===== config.mk =====
export PLATFORM = sky130hd
export DESIGN_NAME = sce_fetch_rsp_flat
export DESIGN_NICKNAME = d
export VERILOG_FILES = /design/src/rtl/sce_fetch_rsp_if.sv /design/src/rtl/sce_fetch_rsp.sv /design/src/flat_wrapper.sv
export SDC_FILE = /design/constraint.sdc
export NUM_CORES = 1
export LEC_CHECK = 0
export BUFFER_PORTS_ARGS = -buffer_cell sky130_fd_sc_hd__buf_2
export CORE_ASPECT_RATIO = 1.4
export CORE_MARGIN = 2
export CORE_UTILIZATION = 30
export CTS_CLUSTER_SIZE = 25
export DETAILED_ROUTE_END_ITERATION = 10
export SLEW_MARGIN = 40
export SYNTH_ARGS = -nofsm -noshare
export SYNTH_HDL_FRONTEND = slang
export SYNTH_SLANG_ARGS = --single-unit

===== constraint.sdc =====
create_clock -name CLK -period 2.7 [get_ports CLK]
set_clock_uncertainty 0.2 [all_clocks]
set_input_delay 0.135 -clock CLK [delete_from_list [all_inputs] [get_ports CLK]]
set_output_delay 0.135 -clock CLK [all_outputs]
set_load 0.02 [all_outputs]

===== src/rtl/sce_fetch_rsp_if.sv =====
// SCE fetch handshake bus: request channel from initiator, response channel back.
// The initiator drives the master modport; the responder uses the slave modport.
interface sce_fetch_rsp_if #(
    parameter int unsigned CMDW = 32
);
    logic            REQ_VLD;
    logic            REQ_ACK;
    logic [CMDW-1:0] REQ_INFO;
    logic            RSP_VLD;
    logic            RSP_ACK;
    logic [CMDW-1:0] RSP_INFO;

    modport master (
        output REQ_VLD, REQ_INFO, RSP_ACK,
        input  REQ_ACK, RSP_VLD, RSP_INFO
    );

    modport slave (
        input  REQ_VLD, REQ_INFO, RSP_ACK,
        output REQ_ACK, RSP_VLD, RSP_INFO
    );
endinterface


===== src/rtl/sce_fetch_rsp.sv =====
// SCE fetch responder: command memory with load port plus an in-order response FIFO.
// Define SCE_FETCH_ERR_EN to flag requests with nonzero upper index bits (ERR port).
module sce_fetch_rsp #(
    parameter int unsigned CMDW = 32,
    parameter int unsigned AW   = 4,
    parameter int unsigned RQD  = 2
) (
    input  logic            CLK,
    input  logic            RSTN,
    sce_fetch_rsp_if.slave  fif,
    input  logic            LD_VLD,
    input  logic [AW-1:0]   LD_ADDR,
`ifdef SCE_FETCH_ERR_EN
    input  logic [CMDW-1:0] LD_DATA,
    output logic            ERR
`else
    input  logic [CMDW-1:0] LD_DATA
`endif
);
    localparam int unsigned CW = $clog2(RQD + 1);
    localparam int unsigned PW = $clog2(RQD);

    logic [CMDW-1:0] mem  [2**AW];
    logic [CMDW-1:0] fifo [RQD];
    logic [PW-1:0]   wptr, rptr;
    logic [CW-1:0]   cnt, cnt_nxt;
    logic            ack_q;
    logic            push, pop;
    logic [AW-1:0]   idx;
    logic [CMDW-1:0] push_data;

    function automatic logic [PW-1:0] ptr_inc(input logic [PW-1:0] p);
        return (p == PW'(RQD - 1)) ? '0 : p + PW'(1);
    endfunction

    assign idx  = fif.REQ_INFO[AW-1:0];
    assign push = fif.REQ_VLD && ack_q;
    assign pop  = (cnt != '0) && fif.RSP_ACK;

`ifdef SCE_FETCH_ERR_EN
    logic bad_idx;
    assign bad_idx   = |fif.REQ_INFO[CMDW-1:AW];
    assign push_data = bad_idx ? '1 : mem[idx];
`else
    logic unused_hi;
    assign unused_hi = ^fif.REQ_INFO[CMDW-1:AW];
    assign push_data = mem[idx];
`endif

    assign fif.REQ_ACK  = ack_q;
    assign fif.RSP_VLD  = (cnt != '0);
    assign fif.RSP_INFO = (cnt != '0) ? fifo[rptr] : '0;

    always_comb begin
        cnt_nxt = cnt;
        case ({push, pop})
            2'b10:   cnt_nxt = cnt + CW'(1);
            2'b01:   cnt_nxt = cnt - CW'(1);
            default: cnt_nxt = cnt;
        endcase
    end

    // Accept is registered from next occupancy so REQ_ACK never depends on
    // REQ_VLD/RSP_ACK combinationally; a pop while full frees a slot one cycle later.
    always_ff @(posedge CLK or negedge RSTN) begin
        if (!RSTN) begin
            wptr  <= '0;
            rptr  <= '0;
            cnt   <= '0;
            ack_q <= 1'b0;
        end else begin
            if (push) wptr <= ptr_inc(wptr);
            if (pop)  rptr <= ptr_inc(rptr);
            cnt   <= cnt_nxt;
            ack_q <= (cnt_nxt < CW'(RQD));
        end
    end

`ifdef SCE_FETCH_ERR_EN
    always_ff @(posedge CLK or negedge RSTN) begin
        if (!RSTN)               ERR <= 1'b0;
        else if (push && bad_idx) ERR <= 1'b1;
    end
`endif

    // Memory survives reset; a same-edge load and read yields the old word.
    always_ff @(posedge CLK) begin
        if (LD_VLD) mem[LD_ADDR] <= LD_DATA;
        if (push)   fifo[wptr]   <= push_data;
    end
endmodule


===== src/flat_wrapper.sv =====
// flat-port wrapper written by rule: the top's interface ports become plain ports
module sce_fetch_rsp_flat 
#(
    parameter int unsigned CMDW = 32,
    parameter int unsigned AW   = 4,
    parameter int unsigned RQD  = 2
)
  (CLK, RSTN, LD_VLD, LD_ADDR, LD_DATA, fif_REQ_VLD, fif_REQ_INFO, fif_RSP_ACK, fif_REQ_ACK, fif_RSP_VLD, fif_RSP_INFO);
  sce_fetch_rsp_if #(.CMDW(CMDW)) fif_i ();
  input  logic CLK;
  input  logic RSTN;
  input  logic LD_VLD;
  input  logic [AW-1:0] LD_ADDR;
  input  logic [CMDW-1:0] LD_DATA;
  input wire logic [$bits(fif_i.REQ_VLD)-1:0] fif_REQ_VLD;
  input wire logic [$bits(fif_i.REQ_INFO)-1:0] fif_REQ_INFO;
  input wire logic [$bits(fif_i.RSP_ACK)-1:0] fif_RSP_ACK;
  output wire logic [$bits(fif_i.REQ_ACK)-1:0] fif_REQ_ACK;
  output wire logic [$bits(fif_i.RSP_VLD)-1:0] fif_RSP_VLD;
  output wire logic [$bits(fif_i.RSP_INFO)-1:0] fif_RSP_INFO;
  assign fif_i.REQ_VLD = fif_REQ_VLD;
  assign fif_i.REQ_INFO = fif_REQ_INFO;
  assign fif_i.RSP_ACK = fif_RSP_ACK;
  assign fif_REQ_ACK = fif_i.REQ_ACK;
  assign fif_RSP_VLD = fif_i.RSP_VLD;
  assign fif_RSP_INFO = fif_i.RSP_INFO;
  sce_fetch_rsp #(.CMDW(CMDW), .AW(AW), .RQD(RQD)) u_core (.CLK(CLK), .RSTN(RSTN), .fif(fif_i), .LD_VLD(LD_VLD), .LD_ADDR(LD_ADDR), .LD_DATA(LD_DATA));
endmodule

==> impl_metrics.env <==
export IMPL_insertedDiodeCount=0
export IMPL_worst_r2r_setup_slack_ps=910
export IMPL_grt_max_degree=51
export IMPL_dpl_hpwl_mm=27.0
export IMPL_r2r_cells=7
export IMPL_netlist_top_cells_count="edfxtp_1, mux4_2, a22oi_1"
export IMPL_wl_met1_mm=20.4
export IMPL_die_h_microns=323
export IMPL_worstHoldEndpoint="u_core.mem[8][16]"
export IMPL_status="complete, no violations"
export IMPL_yosys_area_top_type_share_pct=79.3
export IMPL_postPlaceCellArea_sq_um=23900
export IMPL_end_kind="primary output"
export IMPL_route_met3_wl_mm=2.34
export IMPL_start_util_pct=30.2
export IMPL_cp_slowest_cell="dfrtp_2"
export IMPL_maxCapViolations=0
export IMPL_first_global_vias=10800
export IMPL_min_period_ps=2410
export IMPL_register_area_sq_um=17400
export IMPL_ys_async_sr_fraction_pct=0.861
export IMPL_drt_initial_drc_count=803
export IMPL_setup_viol=0
export IMPL_multi_input_area_sq_um=4320
export IMPL_clk_pin_slew_ps=60
export IMPL_grt_remaining_overflow=0
export IMPL_cp_start_kind="flop"
export IMPL_num_rows=117
export IMPL_finalCritPeriodShare_pct=89.2
export IMPL_crit_start="u_core.rptr"
export IMPL_worst_slack_ps=291
export IMPL_r2r_start="u_core.cnt[0]"
export IMPL_vias=10100
export IMPL_layout_drive_gt1_share_pct=29.3
export IMPL_leakagePower_uw=0.00822
export IMPL_synth_seq_area_share_pct=79.9
export IMPL_ant_nets=0
export IMPL_cts_root_buf="clkbuf_16"
export IMPL_crit_arrival_ps=2070
export IMPL_max_stage_delay_ps=630
export IMPL_viasPerCell=4.79
export IMPL_area_delta_synth_final_pct=18.1
export IMPL_highest_layer="met5"
export IMPL_min_path_type="input pin to flop"
export IMPL_cts_tree="yes"
export IMPL_track_usage_pct=12.9
export IMPL_cp_cell_sequence="buf_12 > mux2i_1 > nor2_1 > buf_2"
export IMPL_yosysMostFrequentCell="edfxtp_1"
export IMPL_yosysTopAreaCell="edfxtp_1"
export IMPL_drtPass1Iterations=5
export IMPL_nets=1197
export IMPL_cts_max_path_buffers=3
export IMPL_synth_warnings=0
export IMPL_slew_limit_headroom_pct=57.7
export IMPL_cts_buffers=50
export IMPL_cts_resized=0
export IMPL_drcViolationCount=0
export IMPL_place_gp_congestion=0.689
export IMPL_power_density_nw_per_um2=762
export IMPL_yosysUniqueCellTypes=23
export IMPL_synth_cells=960
export IMPL_grt_first_pass_wirelength_mm=71.1
export IMPL_worst_pin_slew_ps=634
export IMPL_die_area_sq_um=74900
export IMPL_post_drt_wl_per_cell_microns=22.8
export IMPL_avgSynthCellArea_sq_um=22.7
export IMPL_met2_wirelength_mm=24.4
export IMPL_cts_sinks=581
export IMPL_htree_levels=2
export IMPL_drv_slew=0
export IMPL_min_path_cells=3
export IMPL_finalSetupTns_ps=0
export IMPL_fillers=6648
export IMPL_irDropWorstVdd_uv=473
export IMPL_synth_ff_type="edfxtp_1"
export IMPL_rsz0062_at_grt="false"
export IMPL_port_buffers=78
export IMPL_pin_count=107
export IMPL_finalHoldViolCount=0
export IMPL_fmax_mhz=415
export IMPL_antenna_found_initial=3
export IMPL_core_area_sq_um=72300
export IMPL_syn_area_sq_um=21800
export IMPL_synthTopCellsByArea="edfxtp_1, mux4_2, a22oi_1, mux2i_1, nor2_1"
export IMPL_worstPathRequired_ps=2370
export IMPL_fp_dieW_microns=232
export IMPL_wirelength_mm=48.1
export IMPL_worst_path_max_fanout=14
export IMPL_synth_seq_cells=581
export IMPL_finalInstanceArea_sq_um=25800
export IMPL_syn_num_nets=1034
export IMPL_path_class="flop to primary output"
export IMPL_min_from="LD_ADDR[0]"
export IMPL_worstSkewPairLatency_ps=580
export IMPL_dp_slack_ps=504
export IMPL_synth_edf_count=576
[metal layers]
layer  vias to the layer above  GRT usage [%]
met2                       253           22.4
met5                         -              0
met1                      5415           17.0
met4                         6           3.40
li1                       4353              -
met3                        62           1.97
[state kept, by name (all words and copies together), names as in the netlist, named ones only]
name                flops
u_core.mem            512
u_core.wptr             1
u_core.fif.REQ_ACK      1
u_core.fifo            64
u_core.cnt              1
u_core.rptr             1
[logic make-up (layout without fill, tap and decap cells)]
kind of cell | Yosys count | after routing | share of synthesized area [%]
AO/OA/AOI/OAI | 64 | 64 | 2.20
XOR/XNOR | 6 | 6 | 0.241
adder cells (fa/ha/maj) | 1 | 1 | 0.0574
buffers and inverters | 51 | 245 | 1.10
flip-flops | 581 | 581 | 79.9
multiplexers | 160 | 160 | 14.7
AND/OR/NAND/NOR | 97 | 97 | 1.84
[power by group]
group	switching (uW)	internal, uW
sequential	166	10400
combinational	1590	916
clock	3030	3570
[critical path: cells and delay by family, from the launching register on]
kind                   cells  cell delay (ps)
flip-flops                 1              630
buffers and inverters      2              410
AND/OR/NAND/NOR            1               80
multiplexers               1              370
[stage by stage]
stage	instances	total power [uW]	hold slack [ps]	util [%]
detailed placement	1987	13300	-245	33.1
floorplan	960	12100	-361	-
finish	2106	19600	83.4	35.6
CTS	2106	19900	63.6	35.6
global placement	1987	13200	-251	33.1
global route	2106	20400	89.3	35.6
[final cells by class]
| class | count | area share (%) |
|---|---|---|
| sequential | 581 | 67.6 |
| multi-input combinational | 328 | 16.8 |
| timing repair buffer | 161 | 5.30 |
| clock buffer | 61 | 5.02 |
| tap | 952 | 4.62 |
| clock inverter | 22 | 0.646 |
| inverter | 1 | 0.0146 |
[what timing repair did]
item,4_1_cts,5_1_grt
hold buffers,36,0
buffers inserted,0,0
hold endpoints to repair,520,0
[cell usage in the layout (no fill, tap or decap), types with 2 or more instances in the layout]
cell,synthesis,layout
a22oi_1,64,64
nor2b_4,0,2
bufinv_16,0,2
clkinv_1,0,12
nor3_4,0,4
xor2_1,2,2
mux2i_1,32,32
mux4_2,128,128
dfrtp_1,5,4
nand2_1,34,34
edfxtp_1,576,576
buf_12,0,20
nor2_4,0,15
nor2_1,48,33
nand3b_1,2,2
clkbuf_16,0,50
dlygate4sd3_1,0,36
buf_2,11,76
inv_6,0,2
buf_4,9,28
nand2b_1,2,2
clkinv_2,0,4
xnor2_1,4,4
clkbuf_1,21,11
[how the worst max path moves through the flow]
| stage | end | slack [ps] | cells past startpoint |
|---|---|---|---|
| floorplan | u_core.mem[1][0] | 60 | 2 |
| global placement | u_core.fifo[0][0] | 520 | 5 |
| detailed placement | u_core.fifo[0][0] | 500 | 5 |
| CTS | fif_RSP_INFO[14] | 200 | 4 |
| global route | fif_RSP_INFO[14] | 200 | 4 |
| finish | fif_RSP_INFO[14] | 290 | 4 |
Power figures use the tool's default switching activity.
